## src/rtl/apb_ic_pkg.sv

```systemverilog
// Shared types and helpers for the APB interconnect endpoints.
package apb_ic_pkg;

  localparam int unsigned DATA_WIDTH = 32;

  typedef logic [DATA_WIDTH-1:0] apb_word_t;

  // Occupancy counters need one extra bit to represent a completely full FIFO.
  function automatic int unsigned level_width(input int unsigned depth);
    return $clog2(depth) + 1;
  endfunction

endpackage

```

## src/rtl/apb_sync_fifo.sv

```systemverilog
// Show-ahead synchronous FIFO: head word is read combinationally from storage.
module apb_sync_fifo
  import apb_ic_pkg::*;
#(
  parameter int unsigned DATA_WIDTH = 32,
  parameter int unsigned DEPTH      = 8
) (
  input  logic                          pclk,
  input  logic                          rst,
  input  logic                          push,
  input  logic                          pop,
  input  logic [DATA_WIDTH-1:0]         wr_data,
  output logic [DATA_WIDTH-1:0]         rd_data,
  output logic [level_width(DEPTH)-1:0] level,
  output logic                          empty,
  output logic                          full
);

  localparam int unsigned PTR_W = $clog2(DEPTH);
  localparam int unsigned LVL_W = level_width(DEPTH);

  logic [DATA_WIDTH-1:0] mem_q [DEPTH];
  logic [PTR_W-1:0]      wr_ptr_q, wr_ptr_d;
  logic [PTR_W-1:0]      rd_ptr_q, rd_ptr_d;
  logic [LVL_W-1:0]      level_q, level_d;

  // Caller guarantees push only when not full (or popping) and pop only when not empty.
  always_comb begin
    wr_ptr_d = wr_ptr_q;
    rd_ptr_d = rd_ptr_q;
    level_d  = level_q;
    if (push) wr_ptr_d = wr_ptr_q + PTR_W'(1);
    if (pop)  rd_ptr_d = rd_ptr_q + PTR_W'(1);
    unique case ({push, pop})
      2'b10:   level_d = level_q + LVL_W'(1);
      2'b01:   level_d = level_q - LVL_W'(1);
      default: level_d = level_q;
    endcase
  end

  always_ff @(posedge pclk) begin
    if (rst) begin
      wr_ptr_q <= '0;
      rd_ptr_q <= '0;
      level_q  <= '0;
      for (int i = 0; i < int'(DEPTH); i++) mem_q[i] <= '0;
    end else begin
      wr_ptr_q <= wr_ptr_d;
      rd_ptr_q <= rd_ptr_d;
      level_q  <= level_d;
      if (push) mem_q[wr_ptr_q] <= wr_data;
    end
  end

  assign rd_data = mem_q[rd_ptr_q];
  assign level   = level_q;
  assign empty   = (level_q == '0);
  assign full    = (level_q == LVL_W'(DEPTH));

endmodule

```

## src/rtl/apb_slave_endpoint.sv

```systemverilog
// Receive endpoint for one apb_interconnect slave port: buffers strobed words for local pop.
// Define APB_SLAVE_EP_DROP_CNT_EN to add the saturating drop_cnt output.
module apb_slave_endpoint
  import apb_ic_pkg::*;
#(
  parameter int unsigned DATA_WIDTH = 32,
  parameter int unsigned FIFO_DEPTH = 8,
  parameter int unsigned CNT_WIDTH  = 16
) (
  input  logic                               pclk,
  input  logic                               rst,
  input  logic [DATA_WIDTH-1:0]              slave_data,
  input  logic                               slave_valid,
  input  logic                               brdcst_subscribe,
  output logic                               src_brdcst_subscription,
  output logic [DATA_WIDTH-1:0]              rd_data,
  output logic                               rd_valid,
  input  logic                               rd_ready,
  output logic [level_width(FIFO_DEPTH)-1:0] level,
  output logic                               overflow,
  input  logic                               clr_overflow
`ifdef APB_SLAVE_EP_DROP_CNT_EN
  ,
  output logic [CNT_WIDTH-1:0]               drop_cnt
`endif
);

  logic fifo_empty, fifo_full;
  logic push, pop, drop;
  logic overflow_q, overflow_d;
  logic subscr_q;

  assign rd_valid = ~fifo_empty;
  assign pop      = rd_valid & rd_ready;
  // A pop frees the slot in the same cycle, so a full FIFO can still accept.
  assign push     = slave_valid & (~fifo_full | pop);
  assign drop     = slave_valid & fifo_full & ~pop;

  apb_sync_fifo #(
    .DATA_WIDTH (DATA_WIDTH),
    .DEPTH      (FIFO_DEPTH)
  ) u_fifo (
    .pclk    (pclk),
    .rst     (rst),
    .push    (push),
    .pop     (pop),
    .wr_data (slave_data),
    .rd_data (rd_data),
    .level   (level),
    .empty   (fifo_empty),
    .full    (fifo_full)
  );

  always_comb begin
    overflow_d = overflow_q;
    if (drop)              overflow_d = 1'b1;
    else if (clr_overflow) overflow_d = 1'b0;
  end

  always_ff @(posedge pclk) begin
    if (rst) begin
      overflow_q <= 1'b0;
      subscr_q   <= 1'b0;
    end else begin
      overflow_q <= overflow_d;
      subscr_q   <= brdcst_subscribe;
    end
  end

  assign overflow                = overflow_q;
  assign src_brdcst_subscription = subscr_q;

`ifdef APB_SLAVE_EP_DROP_CNT_EN
  logic [CNT_WIDTH-1:0] drop_cnt_q, drop_cnt_d;

  // A drop coinciding with a clear restarts the count at one.
  always_comb begin
    drop_cnt_d = drop_cnt_q;
    if (drop) begin
      if (clr_overflow)            drop_cnt_d = CNT_WIDTH'(1);
      else if (drop_cnt_q != '1)   drop_cnt_d = drop_cnt_q + CNT_WIDTH'(1);
    end else if (clr_overflow) begin
      drop_cnt_d = '0;
    end
  end

  always_ff @(posedge pclk) begin
    if (rst) drop_cnt_q <= '0;
    else     drop_cnt_q <= drop_cnt_d;
  end

  assign drop_cnt = drop_cnt_q;
`else
  logic [CNT_WIDTH-1:0] unused_cnt_width;
  assign unused_cnt_width = '0;
`endif

endmodule

```

## config.mk

```make
export PLATFORM = sky130hd
export DESIGN_NAME = apb_slave_endpoint
export DESIGN_NICKNAME = d
export VERILOG_FILES = /design/src/rtl/apb_ic_pkg.sv /design/src/rtl/apb_sync_fifo.sv /design/src/rtl/apb_slave_endpoint.sv
export SDC_FILE = /design/constraint.sdc
export NUM_CORES = 1
export LEC_CHECK = 0
export CORE_MARGIN = 2
export CORE_UTILIZATION = 59
export CTS_BUF_LIST = sky130_fd_sc_hd__clkbuf_4 sky130_fd_sc_hd__clkbuf_8 sky130_fd_sc_hd__clkbuf_16
export DETAILED_ROUTE_END_ITERATION = 10
export GPL_TIMING_DRIVEN = 0
export PLACE_DENSITY_LB_ADDON = 0.1
export RECOVER_POWER = 50
export SKIP_CTS_REPAIR_TIMING = 1
export SKIP_LAST_GASP = 1
export SYNTH_ARGS = -nofsm -noshare
export SYNTH_HDL_FRONTEND = slang
export SYNTH_SLANG_ARGS = --single-unit
```

## constraint.sdc

```tcl
create_clock -name pclk -period 5 [get_ports pclk]
set_input_delay 1.5 -clock pclk [delete_from_list [all_inputs] [get_ports pclk]]
set_output_delay 1.5 -clock pclk [all_outputs]
set_load 0.01 [all_outputs]
```

======== After elaboration in Yosys (flattened, before gate mapping) ========
Memories as Yosys holds them, arrays and structs flattened. A register that Yosys moved wholly into a read port is not among the register bits.
Index checks and enable logic that the tools add are counted.
W data, S select, Z words.
storage, ports and cells
  register bits ........................... 12
  RAM bits ................................ 256
  bits of input ports ..................... 38
  output and inout bits ................... 39
  logic and storage cells ................. 38
  memories kept ........................... 1
memory list
  name          depth  width  rd ports  clocked after Yosys merged registers in  write ports  line                 RTL
  u_fifo.mem_q  8      32     1         1                                        8            apb_sync_fifo.sv:22  logic [DATA_WIDTH-1:0] mem_q [DEPTH];
operators by class
  add/sub/neg operators ................... 4
  equality and inequality tests ........... 3
  multiplexer cells ....................... 13
  bitwise logic cells ..................... 8
  reduce and logical (&&, ||, !) cells .... 4
operator list
  kind                   count
  $mux W32               1
  $reduce_or A32 Y1      1
  $mux W3                3
  $mux W1                8
  $pmux W4 S2            1
  $add A3 B1 Y3 const B  2
  $add A4 B1 Y4 const B  1
  $and A1 B1 Y1          4
  $eq A4 B4 Y1 const B   1
  $logic_not A4 Y1       1
  $reduce_bool A2 Y1     2
  $sub A4 B1 Y4 const B  1
  $not A1 Y1             3
  $eq A2 B1 Y1 const B   1
  $eq A2 B2 Y1 const B   1
  $or A1 B1 Y1           1

======== Logic depth before layout (Yosys ltp) ========
Gate-level depths: netlist of run 1.
  depth in word-level cells ............... 10
  mapped depth ............................ 10
  gate-level depth less buffers ........... 8

======== By module ========
Synthesis of run 1 repeated with hierarchy kept, for this count alone.
unflattened totals
  cell total of the unflattened synthesis .. 742
  area, all modules ....................... 12117.9 µm²
modules (own cells, without submodules)
  module              instances  cells each  area an instance (µm²)  sequential area each (µm²)
  apb_sync_fifo       1          732         12026.5                 7947.6
  apb_slave_endpoint  1          10          91.3                    40.0

======== Least setup slack after synthesis of run 1 ========
OpenSTA, ideal clock, no wires.
  path type ............................... input -> register
  start point ............................. in slave_valid
  end point ............................... mem u_fifo.mem_q[2][0], enable pin
  setup time .............................. 428 ps
  arrival time ............................ 3855 ps
  data required time ...................... 4572 ps
  path slack .............................. 717 ps
  stages on the path ...................... 5
  path buffers ............................ 2
  path through ............................ buf_2 > o21ai_4 > or3b_1 > buf_6 > o21bai_1
RTL lines
  item                line                      RTL
  start: declaration  apb_slave_endpoint.sv:13  input logic slave_valid,
  end: declaration    apb_sync_fifo.sv:22

==> metrics.md, run 1 <==
| Metric | Value |
|---|---|
| Post-synth EDFFs | approximately 260 |
| H-tree Lvls | 1 |
| Unrepaired setup endpoints after global routing | false |
| TritonCTS clock tree | yes |
| Period utilization | 0.9435 |
| Hold_ws | around 480 ps |
| Vias per cell | approximately 6.1 |
| Synth cell count leaders | nor2_1 (271), edfxtp_1 (256), nand2_1 (70) |
| Die width | 146.3 um |
| Switching part of the total | 0.2557 |
| Hold Crit Class | reg2reg |
| Grt ovf | 0 |
| Mapped Cells | 825 |
| Reg2Reg Setup Slack | 1360 ps |
| Yosys top cell area share | 0.6438 |
| Clock Latency Late Sink | around 540 ps |
| Critical path type | reg2out |
| Critical Path Start Type | flop |
| Vias in the first global route | 7920 |
| Share of cells above drive strength 1 | 0.1846 |
| Routed WL | 29640 um |
| Largest net degree at the start of global routing | 24 |
| Clk sinks | 271 |
| Synth area leaders | edfxtp_1 (64%), mux4_2 (12%), nor2_1 (8.5%) |
| DIE AREA | 21390 um^2 |
| Syn avg cell area | 14.47 um^2 |
| Combinational share of power | 0.220 |
| Starting DRT DRC Count | roughly 700 |
| Synth Cell Area | 11940 um^2 |
| Initial antenna violation count | 0 |
| FF+latch count, synth | 271 |
| Min Clock Period, post-route | 4718 ps |
| Layout Area Growth over Synthesis | 17.97% |
| Total of max-cap violations | 0 |
| Count of final setup violators | 0 |
| Routed len/inst | 24.12 um |
| Initial Util | 0.5959 |
| Final Util | 0.7030 |
| Part of the power in registers | 0.430 |
| Status | finished clean |
| Mapped Nets | about 870 |
| Int Power | 4.610 mW |
| Slew @ Worst Pin | 1089 ps |
| Root Buffer Master | clkbuf_16 |
| Core area | 20040 um^2 |
| Area leader, netlist | edfxtp_1 |
| CTS max path bufs | 3 |
| VDD IR max | 317.7 uV |
| Remaining DRCs | 0 |
| Clock skew | a little under 8 ps |
| Fill cells | 1402 |
| Vias | between 7000 and 8000 |
| Clock share of power | 0.350 |
| Placed Cells | 1177 |
| Power Density | 439.7 nW/um^2 |
| Cell Area, Placed | around 13000 um^2 |
| Synth unique cells | just over 40 |
| IO Pins | 77 |
| Sw power | 1.584 mW |
| Die height | 146.3 um |
| Placement row count | between 50 and 60 |
| Critical path data required time | 3500 ps |
| WP data arrival | 3220 ps |
| First-pass GRT wire length | 44640 um |
| Gpl congestion | 0.8003 |
| Synthesis warning total | 0 |
| I/O Buffers | 74 |
| Routed Antenna Nets | 0 |
| Worst hold start | overflow |
| Sequential share of the synthesized area | 0.6689 |
| Final hold vios | 0 |
| Fin. max-slew vios | 0 |
| LEAKAGE | about 4.8 nW |
| Primary FF master, synth | edfxtp_1 |
| Most numerous cell in the Yosys netlist | nor2_1 |
| Post-DP HPWL | 18040 um |
| Slew headroom | 0.2661 |
| Final cell count without fillers | 1229 |
| Clock transition at the registers of the reported paths | 60 ps |
| FFs w/ async S/R, synth | 0 |
| Antenna cells | 0 |
| CP Capture Type | primary output |
| Total GRT Usage | 0.2813 |
| Final nets | 978 |
| F_max | 0.2120 GHz |
| Critical Path Fanout Max | 10 |
| Post-route setup slack | 282.3 ps |
| CTS buffer count | 28 |
| Drt first pass iters | 5 |
| Reg2Reg Launch Point | u_fifo.level[2] |
| Pre-CTS setup slack | 719.6 ps |
| Design area | 14090 um^2 |
## placed cells by master (no fill, tap or decap), types with 3 or more instances in the layout
cell type | synthesis | layout
mux2_2 | 32 | 32
nand2_1 | 70 | 70
ha_1 | 3 | 3
edfxtp_1 | 256 | 256
clkdlybuf4s50_1 | 0 | 68
buf_2 | 16 | 10
inv_1 | 3 | 3
nand3_1 | 3 | 3
dfxtp_1 | 15 | 15
xor2_1 | 3 | 3
dlygate4sd3_1 | 0 | 6
mux4_2 | 64 | 64
clkinv_2 | 0 | 11
buf_12 | 0 | 5
o21bai_4 | 0 | 6
buf_16 | 0 | 3
clkbuf_16 | 0 | 32
nor2_1 | 271 | 271
nor2b_1 | 3 | 3
clkbuf_1 | 20 | 47
xnor2_1 | 4 | 4
## registers in the layout, summed over array words and instances, names as in the netlist, named ones only
name	flops
u_fifo.rd_ptr_q	3
overflow	1
u_fifo.mem_q	256
u_fifo.wr_ptr_q	3
src_brdcst_subscription	1
u_fifo.level	4
## metal layers
| layer | wire (um) | vias up | GRT usage |
|---|---|---|---|
| li1 | - | 3233 | - |
| met1 | 10680 | 3763 | 0.3670 |
| met2 | 15220 | 434 | 0.4922 |
| met3 | 2829 | 75 | 0.03531 |
| met4 | 921 | 0 | 0.1024 |
| met5 | 0 | - | 0 |
## worst paths after layout
kind	endpoint	cells past startpoint
setup / recovery	rd_data[21]	5
setup reg to reg	u_fifo.mem_q[4][25]	7
hold reg to reg	overflow	2
hold / removal	overflow	2
## area by class of cell
| type | count | area [um^2] | area share |
|---|---|---|---|
| Buffer | 60 | 249.0 | 0.01767 |
| Inverter | 3 | 11.26 | 0.0007994 |
| Sequential cell | 271 | 7988 | 0.5670 |
| Clock inverter | 16 | 140.1 | 0.009948 |
| Tap cell | 270 | 337.8 | 0.02398 |
| Clock buffer | 36 | 843.3 | 0.05986 |
| Multi-Input combinational cell | 491 | 3595 | 0.2552 |
| Timing Repair Buffer | 82 | 923.4 | 0.06555 |
## power by group through the flow
stage	Combinational (mW)	Clock, mW	Sequential [mW]
2_1_floorplan	0.885	0	2.70
3_3_place_gp	1.34	0	2.71
3_5_place_dp	1.39	0	2.71
4_1_cts	1.40	2.18	2.67
5_1_grt	1.46	2.27	2.68
6_report	1.36	2.17	2.67
## cell families after synthesis
logic type,after synthesis,synth area share
flip-flops,271,0.6689
AO/OA/AOI/OAI,20,0.01603
multiplexers,98,0.1526
XOR/XNOR,7,0.005134
adder cells (fa/ha/maj),3,0.003144
AND/OR/NAND/NOR,363,0.1199
buffers and inverters,63,0.03437
## worst max-delay path, cell delays in order (launching register included)
cell and delay [ps]:
dfxtp_1 310, clkbuf_1 440, clkbuf_1 730, mux4_2 430, mux2_2 280, clkdlybuf4s50_1 480
## through the flow
step                      power (mW)  setup TNS (ps)
after global routing           6.404               0
final                          6.194               0
after CTS                      6.247               0
after global placement         4.054         -291540
after detailed placement       4.106               0
after floorplan                3.589               0
No activity file was read; power rests on OpenSTA's default activity.
==> run 2, diff against run 1 <==
--- a/config.mk
+++ b/config.mk
@@ -6,7 +6,7 @@
 export NUM_CORES = 1
 export LEC_CHECK = 0
 export CORE_MARGIN = 2
-export CORE_UTILIZATION = 59
+export CORE_UTILIZATION = 45
 export CTS_BUF_LIST = sky130_fd_sc_hd__clkbuf_4 sky130_fd_sc_hd__clkbuf_8 sky130_fd_sc_hd__clkbuf_16
 export DETAILED_ROUTE_END_ITERATION = 10
 export GPL_TIMING_DRIVEN = 0
@@ -17,3 +17,4 @@
 export SYNTH_ARGS = -nofsm -noshare
 export SYNTH_HDL_FRONTEND = slang
 export SYNTH_SLANG_ARGS = --single-unit
+export TNS_END_PERCENT = 1
==> run 2 against run 1 <==
Effect of this change:
- count of clock-buffer cells in the layout fell by 1
- worst setup slack lost 34 ps
- routed wire length rose by 0.96%
- sequential share of layout area decreased by 0.060 points
- critical path depth stayed put
- clock power decreased by 2%
- clock skew up 4.4 ps
==> metrics.md, run 2 (synthesized netlist as in run 1, its figures left out) <==
| Metric | Value |
|---|---|
| CTS max path bufs | 3 (unchanged) |
| Remaining DRCs | 0 (unchanged) |
| Largest Register | u_fifo.mem_q |
| Fin Setup TNS | 0 ps (unchanged) |
| Clk sinks | 271 (unchanged) |
| TritonCTS clock tree | yes |
| Min Clock Period, post-route | 4751 ps (+33.56 ps) |
| Critical path type | reg2out |
| Slew headroom | 0.3397 (+0.07354) |
| Sw power | 1.569 mW (-0.90%) |
| F_max | 0.2105 GHz (-0.71%) |
| Period utilization | 0.9502 (+0.006713) |
| Design area | 14100 um^2 (+0.11%) |
| Clock share of power | 0.346 (-0.004) |
| Grt ovf | 0 (unchanged) |
| Largest net degree at the start of global routing | 25 (+4.2%) |
| Post-route setup slack | 248.8 ps (-33.56 ps) |
| Max reg flops | 256 (unchanged) |
| Share of cells above drive strength 1 | 0.1804 (-0.004171) |
| Critical Path Fanout Max | 10 (unchanged) |
| CP Capture Type | primary output |
| WP data arrival | 3250 ps (+30 ps) |
| Die width | 166.9 um (+14%) |
| Cell Area, Placed | 13340 um^2 (+0.50%) |
| Pre-CTS setup slack | 628.7 ps (-90.98 ps) |
| Root Buffer Master | clkbuf_16 |
| Switching part of the total | 0.2552 (-0.0005037) |
| Int Power | 4.581 mW (-0.64%) |
| Total GRT Usage | 0.2172 (-0.06407) |
| Placement row count | 59 (+13%) |
| Combinational share of power | 0.221 (about the same) |
| Clock Latency Late Sink | 550 ps (about the same) |
| Post-layout total power | 6.150 mW (-0.71%) |
| Starting DRT DRC Count | 684 (-2.7%) |
| Commonest cells after routing, fill and taps aside | nor2_1 (271), edfxtp_1 (256), nand2_1 (70) |
| H-tree Lvls | 1 (unchanged) |
| Slew @ Worst Pin | 980.1 ps (-109.2 ps) |
| Final hold vios | 0 (unchanged) |
| DIE AREA | 27860 um^2 (+30%) |
| Part of the power in registers | 0.433 (+0.003) |
| I/O Buffers | 74 (unchanged) |
| Unrepaired setup endpoints after global routing | false |
| Antenna cells | 0 (unchanged) |
| Vias | 7060 (-5.9%) |
| Drt first pass iters | 5 (unchanged) |
| Status | finished clean |
| VDD IR max | 285.9 uV (-10%) |
| CTS buffer count | 28 (unchanged) |
| Post-DP HPWL | 18130 um (+0.48%) |
| Commonest non-fill, non-tap cell in the layout | nor2_1 |
| Fin. max-slew vios | 0 (unchanged) |
| Gpl congestion | 0.7646 (-4.5%) |
| Die height | 166.9 um (+14%) |
| Routed len/inst | 23.13 um (-4.1%) |
| LEAKAGE | 4.783 nW (-0.65%) |
| Clock transition at the registers of the reported paths | 60 ps (about the same) |
| Vias in the first global route | 7313 (-7.7%) |
| Initial Util | 0.4583 (-0.1377) |
| Final Util | 0.5412 (-0.1618) |
| First-pass GRT wire length | 44710 um (+0.14%) |
| Layout Area Growth over Synthesis | 18.10% |
| Critical path data required time | 3500 ps (about the same) |
| Core area | 26060 um^2 (+30%) |
| Hold Crit Class | reg2reg |
| Routed WL | 29930 um (+0.96%) |
| Final nets | 978 (unchanged) |
| Critical Path Start Type | flop |
| Vias per cell | 5.456 (-11%) |
| Power Density | 436.1 nW/um^2 (-0.81%) |
| Clock skew | 12.25 ps (+4.353 ps) |
| Initial antenna violation count | 0 (unchanged) |
| Total of max-cap violations | 0 (unchanged) |
| Routed Antenna Nets | 0 (unchanged) |
| IO Pins | 77 (unchanged) |
| Count of final setup violators | 0 (unchanged) |
==> run 2: critical path: stages (launching register included) <==
cell and delay (ps):
dfxtp_1 310, clkbuf_1 500, clkbuf_1 720, mux4_2 410
mux2_2 300, clkdlybuf4s50_1 480
==> run 2: metrics by stage <==
step                      hold slack, ps  cells
after floorplan                    454.1    825
after global placement             478.9   1234
after detailed placement           478.8   1242
after CTS                          488.0   1294
after global routing               513.7   1294
final                              482.6   1294
==> run 2: final cells by class <==
class	instances	area, um^2
flip-flops and latches	271	7988
multi-input cells	491	3595
well taps	335	419.2
plain buffers	60	252.7
clock buffers	35	753.2
fillers	2222	11960
clock inverters	17	190.2
inverters	3	11.26
repair buffers	82	893.4
==> run 2: path summary, 6_finish.rpt <==
path / from / cells after the start / endpoint / slack (ps)
max reg2reg: u_fifo.level[2] / 7 / u_fifo.mem_q[4][29] / 1490
max: flop / 5 / rd_data[25] / 250
min reg2reg: u_fifo.rd_ptr_q[1] / 2 / u_fifo.rd_ptr_q[1] / 480
min: u_fifo.rd_ptr_q[1] / 2 / u_fifo.rd_ptr_q[1] / 480
==> run 2: routing by layer <==
layer  up-vias  track usage  share of wire
met1      3560       0.3000           0.42
li1       3232            -              -
met5         -            0              0
met3        35      0.02471          0.060
met4         0      0.04048          0.012
met2       233       0.3775           0.50
==> run 2: power by group through the flow <==
stage / sequential, mW / clock, mW / combinational (mW)
global placement: 2.72 / 0 / 1.38
finish: 2.66 / 2.13 / 1.36
CTS: 2.66 / 2.16 / 1.42
detailed placement: 2.71 / 0 / 1.41
global route: 2.68 / 2.25 / 1.47
floorplan: 2.70 / 0 / 0.885
==> run 3, diff against run 2 <==
--- a/config.mk
+++ b/config.mk
@@ -14,6 +14,7 @@
 export RECOVER_POWER = 50
 export SKIP_CTS_REPAIR_TIMING = 1
 export SKIP_LAST_GASP = 1
+export SLEW_MARGIN = 20
 export SYNTH_ARGS = -nofsm -noshare
 export SYNTH_HDL_FRONTEND = slang
 export SYNTH_SLANG_ARGS = --single-unit
==> run 3 against run 2 <==
Effect of this change:
- total power is 1.9% lower
- worst setup slack got worse by 3.8 ps
- clock skew about the same
- sequential share of layout area is 0.35 points lower
==> metrics.md, run 3 (synthesized netlist as in run 1, its figures left out) <==
| Metric | Value |
|---|---|
| Starting DRT DRC Count | 614 (-10%) |
| Die width | 166.9 um (unchanged) |
| Placed Cells | 1247 (+0.40%) |
| Vias per cell | 5.536 (+1.5%) |
| Cell Area, Placed | 13510 um^2 (+1.3%) |
| CTS max path bufs | 3 (unchanged) |
| I/O Buffers | 74 (unchanged) |
| Post-DP HPWL | 18730 um (+3.3%) |
| Commonest cells after routing, fill and taps aside | nor2_1 (271), edfxtp_1 (256), nand2_1 (70) |
| Die height | 166.9 um (unchanged) |
| First-pass GRT wire length | 45230 um (+1.2%) |
| Critical path data required time | 3500 ps (about the same) |
| Commonest non-fill, non-tap cell in the layout | nor2_1 |
| Antenna cells | 0 (unchanged) |
| Hold Crit Class | reg2reg |
| Worst hold start | u_fifo.rd_ptr_q[1] |
| Clock Latency Late Sink | 550 ps (about the same) |
| Unrepaired setup endpoints after global routing | false |
| Period utilization | 0.9510 (about the same) |
| Vias in the first global route | 7475 (+2.2%) |
| Post-layout total power | 6.034 mW (-1.9%) |
| WP data arrival | 3260 ps (about the same) |
| Total GRT Usage | 0.2203 (+0.003048) |
| Remaining DRCs | 0 (unchanged) |
| Final hold vios | 0 (unchanged) |
| Design area | 14190 um^2 (+0.63%) |
| Total of max-cap violations | 0 (unchanged) |
| TritonCTS clock tree | yes |
| Power Density | 425.2 nW/um^2 (-2.5%) |
| Slew @ Worst Pin | 1112 ps (+132.1 ps) |
| Slew headroom | 0.2507 (-0.08898) |
| Status | finished clean |
| Vias | 7186 (+1.8%) |
| Root Buffer Master | clkbuf_16 |
| Hold depth | 2 (unchanged) |
| Drt first pass iters | 5 (unchanged) |
| CP Capture Type | primary output |
| Final Util | 0.5446 (+0.003409) |
| Routed Antenna Nets | 0 (unchanged) |
| Routed len/inst | 23.31 um (+0.79%) |
| Crit-path max cell delay | 710 ps (about the same) |
| Count of final setup violators | 0 (unchanged) |
| Critical Path Start Type | flop |
| Core area | 26060 um^2 (unchanged) |
| Clock transition at the registers of the reported paths | 60 ps (about the same) |
| Grt ovf | 0 (unchanged) |
| Min Clock Period, post-route | 4755 ps (+3.769 ps) |
| Crit path cell chain | clkbuf_1 > clkbuf_1 > mux4_2 > mux2_2 > clkdlybuf4s50_1 |
| CP max stage cell | clkbuf_1 |
| Worst R2R Path Depth | 7 (unchanged) |
| Fin. max-slew vios | 0 (unchanged) |
| Placement row count | 59 (unchanged) |
| Max reg flops | 256 (unchanged) |
| F_max | 0.2103 GHz (about the same) |
| Reg2Reg Launch Point | u_fifo.level[2] |
| H-tree Lvls | 1 (unchanged) |
| CTS buffer count | 29 (+3.6%) |
| Routed WL | 30260 um (+1.1%) |
| Largest Register | u_fifo.mem_q |
| Clk sinks | 271 (unchanged) |
| R2R Path End | u_fifo.mem_q[4][29] |
| Initial antenna violation count | 0 (unchanged) |
| Layout Area Growth over Synthesis | 18.84% |
| Critical path type | reg2out |
| Largest net degree at the start of global routing | 25 (unchanged) |
| Gpl congestion | 0.7646 (unchanged) |
| IO Pins | 77 (unchanged) |
| Critical Path Fanout Max | 10 (unchanged) |
| VDD IR max | 322.5 uV (+13%) |
| Final cell count without fillers | 1298 (+0.31%) |
| Initial Util | 0.4583 (unchanged) |
| Final nets | 984 (+0.61%) |
| Most frequent CP cell | clkbuf_1 |
| Share of cells above drive strength 1 | 0.1786 (-0.001788) |
| LEAKAGE | 4.810 nW (+0.57%) |
| DIE AREA | 27860 um^2 (unchanged) |
| Clock skew | 12.21 ps (-0.04190 ps) |
| Reg2Reg Setup Slack | 1380 ps (-110 ps) |
==> run 3: cell types whose count changed in the layout (fill, tap and decap cells not counted), moves of 2 or more <==
cell,delta
buf_12,-3
buf_16,+9
buf_4,-2
bufinv_16,-3
clkbuf_1,+2
clkbuf_4,-4
clkinv_1,+2
clkinvlp_4,+2
==> run 3: report_power, final <==
| part | internal [mW] | total (mW) | leakage (nW) | switching, mW |
|---|---|---|---|---|
| clock network | 1.12 | 1.99 | 0.432 | 0.867 |
| logic | 0.710 | 1.38 | 1.59 | 0.673 |
| registers | 2.61 | 2.66 | 2.79 | 0.0489 |
| total | 4.45 | 6.03 | 4.81 | 1.59 |
==> run 3: cell type report <==
type	count	area [um^2]
repair buffers	87	1076
plain buffers	60	245.2
multi-input cells	491	3583
well taps	335	419.2
clock buffers	32	748.2
clock inverters	19	120.1
fillers	2210	11870
flip-flops and latches	271	7988
inverters	3	11.26
==> run 3: worst max-delay path: cells and delay by family, from the launching register on <==
family	cells	cell delay (ps)
flops	1	310
mux	2	720
buf+inv	3	1670
==> run 3: worst max-delay path by stage <==
stage | to | depth (start not counted) | slack, ps | from
2_1_floorplan | u_fifo.mem_q[2][0] | 5 | 720 | slave_valid
3_3_place_gp | u_fifo.mem_q[5][20] | 6 | -1840 | rd_ready
3_5_place_dp | u_fifo.mem_q[2][12] | 8 | 730 | rd_ready
4_1_cts | rd_data[29] | 5 | 190 | flop
5_1_grt | rd_data[25] | 5 | 90 | flop
6_report | rd_data[10] | 5 | 250 | flop
==> run 3: per-layer routing <==
metal / track usage / vias up / wire [um]
met3: 0.02852 / 55 / 2083
met1: 0.3104 / 3600 / 12590
met2: 0.3666 / 281 / 14960
li1: - / 3250 / -
met4: 0.05510 / 0 / 629
met5: 0 / - / 0
==> run 3: per-stage QoR <==
| step | hold slack (ps) | worst slack (ps) | TNS, ps |
|---|---|---|---|
| after floorplan | 454.1 | 717.4 | 0 |
| after global placement | 478.9 | -1839 | -324620 |
| after detailed placement | 478.6 | 730.0 | 0 |
| after CTS | 487.5 | 187.5 | 0 |
| after global routing | 513.1 | 93.75 | 0 |
| final | 479.6 | 245.0 | 0 |
